[config.mk]
export PLATFORM = sky130hd
export DESIGN_NAME = acqbuf_ctrl
export DESIGN_NICKNAME = d
export VERILOG_FILES = /design/src/rtl/acqbuf_ctrl.sv
export SDC_FILE = /design/constraint.sdc
export NUM_CORES = 1
export LEC_CHECK = 0
export CAP_MARGIN = 15
export CORE_AREA = 4 4 152 154
export CTS_CLUSTER_SIZE = 8
export DETAILED_ROUTE_END_ITERATION = 10
export DIE_AREA = 0 0 156 158
export DONT_BUFFER_PORTS = 1
export PLACE_DENSITY = 0.7
export SLEW_MARGIN = 20
export SYNTH_ARGS = -nofsm -noshare
export SYNTH_HDL_FRONTEND = slang
export SYNTH_SLANG_ARGS = --single-unit
[constraint.sdc]
create_clock -name clk -period 3.1 [get_ports clk]
set_input_delay 0.465 -clock clk [delete_from_list [all_inputs] [get_ports clk]]
set_output_delay 0.465 -clock clk [all_outputs]
set_load 0.005 [all_outputs]
[src/rtl/acqbuf_ctrl.sv]
// rtl/acqbuf_ctrl.sv - acquisition buffer write controller
// One-shot fill or circular capture with trigger, decimation and post-trigger count.
module acqbuf_ctrl #(
  parameter int NCH  = 2,
  parameter int DW   = 64,
  parameter int AW   = 12,
  parameter int DECW = 8
) (
  input  logic                clk,
  input  logic                reset,
  input  logic [NCH*DW-1:0]   data_in,
  input  logic                start,
  input  logic                mode,
  input  logic                trig,
  input  logic [AW-1:0]       posttrig,
  input  logic [DECW-1:0]     decim,
  output logic [AW-1:0]       addr,
  output logic [NCH*DW-1:0]   data,
  output logic [NCH-1:0]      we,
  output logic                busy,
  output logic                done,
  output logic [AW-1:0]       trig_addr,
  output logic                wrapped
);

  typedef enum logic [2:0] {
    S_IDLE  = 3'd0,
    S_FILL  = 3'd1,
    S_ARMED = 3'd2,
    S_POST  = 3'd3,
    S_DONE  = 3'd4
  } state_t;

  state_t              state;
  state_t              state_nxt;
  logic [DECW-1:0]     decim_q;
  logic [DECW-1:0]     dec_cnt;
  logic [AW-1:0]       posttrig_q;
  logic [AW-1:0]       remain;
  logic [AW-1:0]       wr_ptr;
  logic                active;
  logic                slot;
  logic                last_addr;

  // first pipeline stage: slot flag, its address and the sampled input word
  logic                s1_valid;
  logic [AW-1:0]       s1_addr;
  logic [NCH*DW-1:0]   s1_data;

  always_comb begin
    active    = (state == S_FILL) || (state == S_ARMED) || (state == S_POST);
    // a start cycle never writes, so a restart cannot leak one stale slot
    slot      = active && (dec_cnt == '0) && !start;
    last_addr = (wr_ptr == '1);
  end

  always_comb begin
    state_nxt = state;
    if (start) begin
      state_nxt = mode ? S_ARMED : S_FILL;
    end else if (slot) begin
      case (state)
        S_FILL: begin
          if (last_addr) state_nxt = S_DONE;
        end
        S_ARMED: begin
          if (trig) state_nxt = (posttrig_q == '0) ? S_DONE : S_POST;
        end
        S_POST: begin
          if (remain == AW'(1)) state_nxt = S_DONE;
        end
        default: state_nxt = state;
      endcase
    end
  end

  always_ff @(posedge clk) begin
    if (!reset) begin
      state <= S_IDLE;
    end else begin
      state <= state_nxt;
    end
  end

  always_ff @(posedge clk) begin
    if (!reset) begin
      busy       <= 1'b0;
      done       <= 1'b0;
      decim_q    <= '0;
      posttrig_q <= '0;
      dec_cnt    <= '0;
      remain     <= '0;
      wr_ptr     <= '0;
      wrapped    <= 1'b0;
      trig_addr  <= '0;
    end else begin
      busy <= active;
      done <= (state == S_DONE);
      if (start) begin
        decim_q    <= decim;
        posttrig_q <= posttrig;
        dec_cnt    <= '0;
        wr_ptr     <= '0;
        wrapped    <= 1'b0;
        trig_addr  <= '0;
      end else if (active) begin
        dec_cnt <= (dec_cnt == decim_q) ? '0 : dec_cnt + DECW'(1);
        if (slot) begin
          wr_ptr <= wr_ptr + AW'(1);
          if (state != S_FILL && last_addr) wrapped <= 1'b1;
          if (state == S_ARMED && trig) begin
            trig_addr <= wr_ptr;
            remain    <= posttrig_q;
          end
          if (state == S_POST) remain <= remain - AW'(1);
        end
      end
    end
  end

  // two-stage write pipeline keeps addr, data and we aligned
  always_ff @(posedge clk) begin
    if (!reset) begin
      s1_valid <= 1'b0;
      s1_addr  <= '0;
      s1_data  <= '0;
      we       <= '0;
      addr     <= '0;
      data     <= '0;
    end else begin
      s1_valid <= slot;
      s1_addr  <= wr_ptr;
      s1_data  <= data_in;
      we       <= {NCH{s1_valid}};
      if (s1_valid) begin
        addr <= s1_addr;
        data <= s1_data;
      end
    end
  end

endmodule

# Word level (Yosys, flattened, before mapping)
# Cells that the tools add are included.
dict set report totals {
  reg_bits 352
  input_bits 153
  out_inout_bits 157
  wordCells 61
}
dict set report classes {
  n_addsub 3
  n_eq_ne 11
  muxes 11
  bitwise_logic 2
  reduce_logical 18
}
# op n
set op_table {}
lappend op_table {{$mux 12} 2}
lappend op_table {{$mux 3} 6}
lappend op_table {{$add 12x1->12 const B} 1}
lappend op_table {{$eq 12x1->1 const B} 1}
lappend op_table {{$eq 12x12->1 const B} 1}
lappend op_table {{$logic_not 12->1} 1}
lappend op_table {{$sub 12x1->12 const B} 1}
lappend op_table {{$ne 3x3->1 const B} 3}
lappend op_table {{$pmux 3 s3} 1}
lappend op_table {{$add 8x1->8 const B} 1}
lappend op_table {{$eq 8x8->1} 1}
lappend op_table {{$logic_not 8->1} 1}
lappend op_table {{$mux 8} 1}
lappend op_table {{$eq 3x2->1 const B} 2}
lappend op_table {{$reduce_and 3->1} 2}
lappend op_table {{$reduce_and 5->1} 1}
lappend op_table {{$logic_and 1x1->1} 4}
lappend op_table {{$reduce_and 4->1} 1}
lappend op_table {{$reduce_bool 2->1} 2}
lappend op_table {{$reduce_bool 4->1} 1}
lappend op_table {{$eq 3x1->1 const B} 1}
lappend op_table {{$eq 3x3->1 const B} 1}
lappend op_table {{$ne 3x1->1 const B} 1}
lappend op_table {{$logic_or 1x1->1} 2}
lappend op_table {{5 further kinds} 6}

# Depth between registers and ports, before layout
# Gate-level depths: netlist (run 1).
dict set report depth {
  word_depth 7
  ltp_mapped 9
  mapped_depth_nobuf 7
}

# Least setup slack after synthesis (run 1)
# No wires, ideal clock.
dict set report synth_path {
  kind {register -> register}
  startpoint {register dec_cnt[0]}
  endpoint {register remain[11]}
  setup_time_ps 119
  t_arrival_ps 2223
  required_time_ps 2981
  setup_slack_ps 758
  stages_incl_launch_ff 9
  synth_period_minus_slack_ps 2342
  path_cell_list {dfxtp_1 -> inv_1 -> ha_1 -> or4b_1 -> buf_2 -> or4_4 -> or2_4 -> buf_6 -> o221a_2}
}
dict set report synth_between {
  elab_chain_len 4
}
# element line_no
set synth_rtl {}
lappend synth_rtl {{start, declared} 37} ;# logic [DECW-1:0] dec_cnt;
lappend synth_rtl {{start signal, assigned} 107} ;# dec_cnt <= (dec_cnt == decim_q) ? '0 : dec_cnt + DECW'(1);
lappend synth_rtl {{$logic_not 8->1} 53} ;# slot = active && (dec_cnt == '0) && !start;
lappend synth_rtl {{$logic_and 1x1->1 (2 in a row)} 53}
lappend synth_rtl {{$reduce_and 4->1 (no source line)} --}
lappend synth_rtl {{end signal, assigned} 113} ;# remain <= posttrig_q;
lappend synth_rtl {{end signal, assigned} 115} ;# if (state == S_POST) remain <= remain - AW'(1);
lappend synth_rtl {{end, declared} 39} ;# logic [AW-1:0] remain;
# Every way passes these cells.
# A chain may end at the register's enable or synchronous reset.

# Worst setup path in the final report (run 1)
dict set report layout_path {
  startpoint {register dec_cnt[0]}
  endpoint {register remain[7]}
}
# The elaborated chain is that of the path after synthesis.

==> results of run 1 <==
area by class of cell:
| type | instances | area, um^2 |
|---|---|---|
| Clock inverter | 1 | 16.3 |
| Sequential cell | 352 | 7050 |
| Tap cell | 280 | 350 |
| Inverter | 6 | 25.0 |
| Multi-Input combinational cell | 708 | 4520 |
| Fill cell | 1780 | 8370 |
| Antenna cell | 4 | 10.0 |
| Timing Repair Buffer | 6 | 95.1 |
| Clock buffer | 51 | 1250 |
sequential cells by signal (all words and copies together) (netlist names):
register and flops:
addr 12, busy 1, data 128, dec_cnt 8, decim_q 8, done 1
posttrig_q 12, remain 12, s1_addr 12, s1_data 128, s1_valid 1, state 3
trig_addr 12, we 1, wr_ptr 12, wrapped 1
metal layers:
| metal | part of all wire | GRT usage |
|---|---|---|
| met3 | 0.096 | 0.0806 |
| met5 | 0.0013 | 0 |
| met4 | 0.023 | 0.0679 |
| met2 | 0.48 | 0.312 |
| met1 | 0.40 | 0.238 |
synthesized netlist by cell type (3+ instances only):
master / number
mux2i_1: 161
or3_1: 5
dfxtp_1: 352
and2_1: 142
a21oi_1: 28
o21ai_0: 13
ha_1: 5
or4_1: 3
buf_1: 10
nand4_1: 7
a41oi_1: 5
clkbuf_1: 57
and3_1: 4
o21ai_1: 4
xnor2_1: 3
nand3_1: 4
nor3_1: 6
o21a_1: 5
nand2_1: 51
inv_1: 5
nor4_1: 10
nor2_1: 203
xor2_1: 19
cell usage in the layout, fill, tap and decap left out, drive strengths merged, types with 2 or more instances in the layout:
master and n:
a21oi 29, a22o 2, a41oi 5, and2 142, and3 4, and3b 2, buf 6, clkbuf 51
dfxtp 352, diode 4, ha 5, inv 6, mux2i 161, nand2 51, nand3 4, nand4 7
nor2 203, nor3 6, nor3b 2, nor4 10, o21a 5, o21ai 17, o221a 2, or3 6
or4 4, or4b 2, xnor2 3, xor2 19
stage by stage:
| stage | hold slack (ns) | total power, W |
|---|---|---|
| 3_3_place_gp | 0.442 | 0.00523 |
| 3_5_place_dp | 0.453 | 0.00524 |
| 5_1_grt | 0.0342 | 0.0100 |
| 2_1_floorplan | 0.440 | 0.00518 |
| 4_1_cts | 0.0338 | 0.00978 |
| 6_report | 0.0543 | 0.00966 |
kinds of logic (layout without fill, tap and decap cells):
| logic type | count (synthesis) | count (layout) | share of synthesized area |
|---|---|---|---|
| and+or+nand+nor | 448 | 448 | 0.185 |
| DFF | 352 | 352 | 0.593 |
| muxes | 161 | 161 | 0.136 |
| buffers and inverters | 78 | 64 | 0.0261 |
| AOI/OAI and AO/OA | 72 | 72 | 0.0388 |
| xor gates and xnor gates | 22 | 22 | 0.0162 |
| adders and majority gates | 5 | 5 | 0.00527 |
| other | 0 | 4 | 0 |
power by group through the flow:
stage,logic (W),registers (W),clock network (W)
floorplan,0.000351,0.00483,0
global placement,0.000364,0.00487,0
detailed placement,0.000373,0.00487,0
CTS,0.000375,0.00478,0.00462
global route,0.000413,0.00479,0.00482
finish,0.000370,0.00478,0.00450
worst paths after layout:
check / to / slack, ns / cells past startpoint
max: remain[7] / 0.53 / 7
max reg2reg: remain[7] / 0.53 / 7
min reg2reg: data[110] / 0.46 / 2
min: state[0] / 0.05 / 1
worst max-delay path, stage by stage (launching register included):
cell     delay [ns]
dfxtp_1        0.36
inv_1          0.08
ha_1           0.14
or4b_1         0.58
or4_4          0.57
or2_4          0.34
o21a_1         0.20
o21a_1         0.18
==> impl_metrics.tcl, run 1 <==
set metrics [dict create \
    status "complete, no violations" \
    grt_max_degree 153 \
    syn2layout_area_growth_pct 12.2 \
    end_kind "flop" \
    cts_root_buf "clkbuf_16" \
    ir_worst_vdd_v 0.000450 \
    fp-row-count 54 \
    clock-sinks 352 \
    fin_ws_ns 0.533 \
    drt_iter0_drc 431 \
    pwr-share-comb 0.038 \
    synth_ff_type "dfxtp_1" \
    ant_nets 0 \
    switching_share 0.205 \
    cts_tree "yes" \
    cts_hold_buf 0 \
    port_buffers 0 \
    finalHoldViolations 0 \
    clk_pin_slew_worst_paths_ns 0.05 \
    synth_area_mm2 0.0119 \
    clock_power_share 0.466 \
    drive_above_1_share 0.0614 \
    grt_pass1_wl_mm 39.1 \
    holdCritStartpoint "start" \
    final_cell_count_no_fill 1408 \
    crit_type "flop to flop" \
    crit_fanout 13 \
    die_x_um 156 \
    avgSynthCellArea_um2 10.4 \
    startpoint "dec_cnt[0]" \
    synth_top_cell_by_area "dfxtp_1" \
    drc 0 \
    vias 7526 \
    start_util 0.548 \
    die_area_mm2 0.0246 \
    post-route-cell-area_mm2 0.0133 \
    rsz0062_at_grt "no" \
    pin_count 310 \
    synthCells 1138 \
    track_usage 0.195 \
    yosysUniqueCellTypes 53 \
    yosys.area.top_type_share 0.593 \
    startpoint_type "flop" \
    grt_overflow 0 \
    p_switching_w 0.00198 \
    dp_hpwl_mm 16.8 \
    viasPerCell 5.35 \
    p_leak_nw 5.06 \
    post-route-period-util 0.828 \
    crit_arrival_ns 2.98 \
    seq_power_share 0.496 \
    cts_buffer_depth 3 \
    cts_setup_buffers 0 \
    fin_nets 1281 \
    synth-seq-cells 352 \
    intPower_w 0.00767 \
    dpl.cell_count 1352 \
    htree_levels 2 \
    insertion_delay_ns 0.52 \
    ys_warn_count 0 \
    period_needed_ns 2.57 \
    routed_wl_mm 25.5 \
    finClkSkew_ns 0.0112 \
    cap_violations 0 \
    firstDrtPassIters 4 \
    cts.repair.resized 0 \
    synth_edf_count 0 \
    max_freq_mhz 390 \
    syn-num-nets 1296 \
    hp-class "input pin to flop" \
    cts_buffers 49 \
    powerDensity_mw_per_mm2 725 \
    core_mm2 0.0217 \
    critical_path_required_ns 3.52 \
    synthTopCellsByArea "dfxtp_1 (59%), mux2i_1 (14%), and2_1 (7.5%), nor2_1 (6.4%), clkbuf_1 (1.8%)" \
    fin_util 0.614 \
    async_flop_share 0 \
    relSlewSlack 0.527 \
    drv_slew 0 \
    regToRegStartpoint "dec_cnt[0]" \
    grt_pass1_vias 7113 \
    antenna_found_initial 5 \
    setup_viol 0 \
    tns_ns 0 \
    worst_pin_slew_ns 0.708 \
    post_dp_cell_area_mm2 0.0120 \
    place_ws_ns 0.559 \
    place_congestion 0.852 \
    synth-seq-area-share 0.593 \
    wl_per_cell_um 18.1 \
    die_y_um 158 \
]
Note: power is estimated with default switching activity, not from simulation.
==> run 2: changes to the inputs <==
clock period = 2.4 ns   (was 3.1 ns; I/O delays follow)
==> impl_metrics.tcl, run 2 (synthesis gave the netlist of run 1 again) <==
set metrics [dict create \
    status "complete, no violations" \
    fin_nets 1551 \
    start_util 0.548 \
    cts_tree "yes" \
    core_mm2 0.0217 \
    die_y_um 158 \
    die_x_um 156 \
    r2r_cells 7 \
    cap_violations 0 \
    grt_max_degree 109 \
    crit_arrival_ns 2.75 \
    reg_top3 "data (128), s1_data (128)" \
    worst_pin_slew_ns 0.686 \
    die_area_mm2 0.0246 \
    hp-class "input pin to flop" \
    max_freq_mhz 428 \
    regToRegStartpoint "dec_cnt[0]" \
    htree_levels 2 \
    dp_hpwl_mm 17.1 \
    viasPerCell 5.31 \
    drive_above_1_share 0.0617 \
    cts_root_buf "clkbuf_16" \
    powerDensity_mw_per_mm2 811 \
    period_needed_ns 2.34 \
    relSlewSlack 0.541 \
    multi_input_area_mm2 0.00452 \
    routed_wl_mm 32.3 \
    ir_worst_vdd_v 0.000600 \
    rsz0062_at_grt "no" \
    setup_viol 0 \
    final_cell_mix "dfxtp_1 (351), dlygate4sd3_1 (254), nor2_1 (203)" \
    pin_count 310 \
    grt_pass1_vias 9308 \
    fillers 1368 \
    clk_pin_slew_worst_paths_ns 0.05 \
    final_common_cell "dfxtp_1" \
    place_ws_ns 0.0714 \
    crit_type "flop to flop" \
    drv_slew 0 \
    insertion_delay_ns 0.52 \
    wl_per_cell_um 19.3 \
    worstHoldEndpoint "state[1]" \
    power_w 0.0130 \
    fp-row-count 54 \
    crit_fanout 13 \
    track_usage 0.252 \
    critical_path_required_ns 2.81 \
    drt_iter0_drc 412 \
    grt_pass1_wl_mm 50.1 \
    grt_overflow 0 \
    p_leak_nw 6.36 \
    port_buffers 0 \
    startpoint_type "flop" \
    finalHoldViolations 0 \
    antenna_found_initial 1 \
    cts_buffer_depth 3 \
    ant_nets 0 \
    reg2reg_to "remain[7]" \
    sequential_cell_area_mm2 0.00705 \
    tns_ns 0 \
    whs_path_depth 2 \
    place_congestion 0.832 \
    drc 0 \
    cts_buffers 49 \
    firstDrtPassIters 5 \
    post-route-period-util 0.974 \
    finClkSkew_ns 0.0119 \
    holdCritStartpoint "start" \
    syn2layout_area_growth_pct 34.9 \
    fin_ws_ns 0.0614 \
    clock-sinks 352 \
    r2r_setup_slack_ns 0.06 \
    end_kind "flop" \
    vias 8898 \
]
## run 2: worst max path at each step
stage,start,end,cells past startpoint
floorplan,dec_cnt[0],remain[11],8
global placement,dec_cnt[0],remain[7],7
detailed placement,dec_cnt[0],remain[7],7
CTS,dec_cnt[0],remain[7],7
global route,dec_cnt[0],remain[7],7
finish,dec_cnt[0],remain[7],7
## run 2: layer usage
layer,wire length [um],track usage,up-vias
li1,-,-,4251
met1,12200,0.289,4247
met2,16500,0.445,315
met3,2490,0.0686,85
met4,1060,0.105,0
met5,0,0,-
## run 2: power by group
part | switching, W | total [W] | internal (W)
sequential | 0.000119 | 0.00618 | 0.00606
clock | 0.00227 | 0.00590 | 0.00363
combinational | 0.000381 | 0.000912 | 0.000531
## run 2: what timing repair did
| item | 4_1_cts | 5_1_grt |
|---|---|---|
| buffers inserted | 0 | 0 |
| endpoints found under the setup margin | 0 | 2 |
| hold buffers | 256 | 0 |
| resized for setup | 0 | 1 |
| endpoints found under the hold margin | 171 | 0 |
## run 2: through the flow
step	instances	area [um^2]	utilization	hold slack, ns
finish	1675	16000	0.739	0.0374
global route	1674	16000	0.738	0.0391
CTS	1674	16000	0.738	0.0215
detailed placement	1366	12200	0.561	0.455
global placement	1366	12200	0.561	0.443
floorplan	1138	11900	-	0.440
## run 2: final cells by class
class | count | share of cell area
diodes | 1 | 0.000156
clock buffers | 51 | 0.0783
clock inverters | 1 | 0.00102
inverters | 6 | 0.00156
multi-input cells | 708 | 0.282
flip-flops and latches | 352 | 0.440
well taps | 280 | 0.0219
repair buffers | 276 | 0.174
## run 2: critical path, stage by stage, from the launching register on
cell	delay [ns]
dfxtp_1	0.30
inv_1	0.05
ha_1	0.12
or4b_1	0.48
or4_4	0.56
or2_4	0.34
o21a_1	0.20
o21a_1	0.17
==> run 3: changes to the inputs <==
PLACE_DENSITY = 0.73   (was 0.7)
==> impl_metrics.tcl, run 3 (synthesis gave the netlist of run 1 again) <==
set metrics [dict create \
    status "complete, no violations" \
    viasPerCell 5.35 \
    p_leak_nw 6.15 \
    antenna_found_initial 2 \
    crit_path_top_delay_cell "or4_4" \
    port_buffers 0 \
    fillers 1387 \
    place_congestion 0.820 \
    die_y_um 158 \
    tns_ns 0 \
    grt_max_degree 107 \
    grt_overflow 0 \
    grt_pass1_wl_mm 49.5 \
    final_cell_count_no_fill 1636 \
    place_ws_ns 0.0682 \
    htree_levels 2 \
    ir_worst_vdd_v 0.000511 \
    relSlewSlack 0.331 \
    firstDrtPassIters 5 \
    worstPathCellList "inv_1, ha_1, or4b_4, or4_4, or2_4, o21a_1, o21a_1" \
    finalHoldViolations 0 \
    holdCritStartpoint "posttrig[11]" \
    whs_path_depth 2 \
    cts_root_buf "clkbuf_16" \
    vias 8750 \
    slowest_delay_ns 0.55 \
    worstHoldEndpoint "posttrig_q[11]" \
    wl_per_cell_um 19.6 \
    cts_buffers 49 \
    track_usage 0.250 \
    startpoint "dec_cnt[0]" \
    fin_nets 1511 \
    pin_count 310 \
    crit_type "flop to flop" \
    syn2layout_area_growth_pct 31.7 \
    final_cell_mix "dfxtp_1 (351), dlygate4sd3_1 (212), nor2_1 (203)" \
    clk_pin_slew_worst_paths_ns 0.05 \
    power_w 0.0130 \
    post_dp_cell_area_mm2 0.0122 \
    drc 0 \
    worst_pin_slew_ns 1.00 \
    start_util 0.548 \
    rsz0062_at_grt "no" \
    startpoint_type "flop" \
    cp_common_cell "o21a_1" \
    critPathTopFamily "simple AND/OR/NAND/NOR gates" \
    fp-row-count 54 \
    crit_fanout 13 \
    dp_hpwl_mm 17.0 \
    drv_slew 0 \
    routed_wl_mm 32.1 \
    finClkSkew_ns 0.0245 \
    post-route-cell-area_mm2 0.0156 \
    reg_top3 "data (128), s1_data (128)" \
    clock-sinks 352 \
    grt_pass1_vias 9179 \
    hp-class "input pin to flop" \
    drive_above_1_share 0.0664 \
    final_common_cell "dfxtp_1" \
    insertion_delay_ns 0.53 \
    drt_iter0_drc 493 \
    ant_nets 0 \
    r2r_cells 7 \
    regToRegStartpoint "dec_cnt[0]" \
    die_x_um 156 \
    cap_violations 0 \
    cts_buffer_depth 3 \
    setup_viol 0 \
    dpl.cell_count 1369 \
    period_needed_ns 2.30 \
    cts_tree "yes" \
    reg2reg_to "remain[7]" \
    crit_arrival_ns 2.71 \
    max_freq_mhz 434 \
    critical_path_required_ns 2.81 \
    powerDensity_mw_per_mm2 832 \
    r2r_setup_slack_ns 0.1 \
    end_kind "flop" \
    core_mm2 0.0217 \
    path_buf_inv 1 \
    post-route-period-util 0.959 \
    fin_ws_ns 0.0985 \
    die_area_mm2 0.0246 \
]
-- run 3: changes by cell type in the layout (fill, tap and decap cells not counted), sizes merged --
| cell | before | now |
|---|---|---|
| dlygate4sd3 | 254 | 212 |
| buf | 22 | 24 |
| clkbuf | 51 | 52 |
| clkinv | 1 | 0 |
| inv | 6 | 7 |
-- run 3: where the power goes --
part	switching, W	internal, W
sequential	0.000131	0.00606
clock	0.00227	0.00369
combinational	0.000370	0.000492
-- run 3: cell type report --
cell class	instances	area, um^2	share of cell area
well taps	280	350	0.0224
repair buffers	236	2400	0.153
inverters	6	25.0	0.00160
flip-flops and latches	352	7050	0.451
clock buffers	52	1280	0.0818
clock inverters	1	8.76	0.000560
diodes	1	2.50	0.000160
multi-input cells	708	4530	0.289
-- run 3: timing repair --
item                                    in CTS  in global routing
endpoints found under the setup margin       0                  4
hold buffers                               213                  0
resized for setup                            0                  2
buffers inserted                             0                  0
endpoints found under the hold margin      168                  0
-- run 3: per-stage QoR --
| step | utilization | hold WS [ns] |
|---|---|---|
| after floorplan | - | 0.440 |
| after global placement | 0.562 | 0.442 |
| after detailed placement | 0.562 | 0.454 |
| after CTS | 0.721 | 0.00327 |
| after global routing | 0.721 | 0.0149 |
| final | 0.721 | 0.0145 |
-- run 3: how the worst max path moves through the flow --
stage	end	slack, ns	depth (start not counted)
finish	remain[7]	0.1	7
floorplan	remain[11]	0.06	8
global placement	remain[7]	0.09	7
CTS	remain[7]	0.06	7
global route	remain[7]	0.01	7
detailed placement	remain[7]	0.07	7
-- run 3: per-layer routing --
metal / vias up / routed length [um] / GRT usage
li1: 4163 / - / -
met1: 4185 / 12300 / 0.286
met2: 327 / 16500 / 0.446
met3: 73 / 2400 / 0.0659
met4: 2 / 924 / 0.101
met5: - / 13 / 0
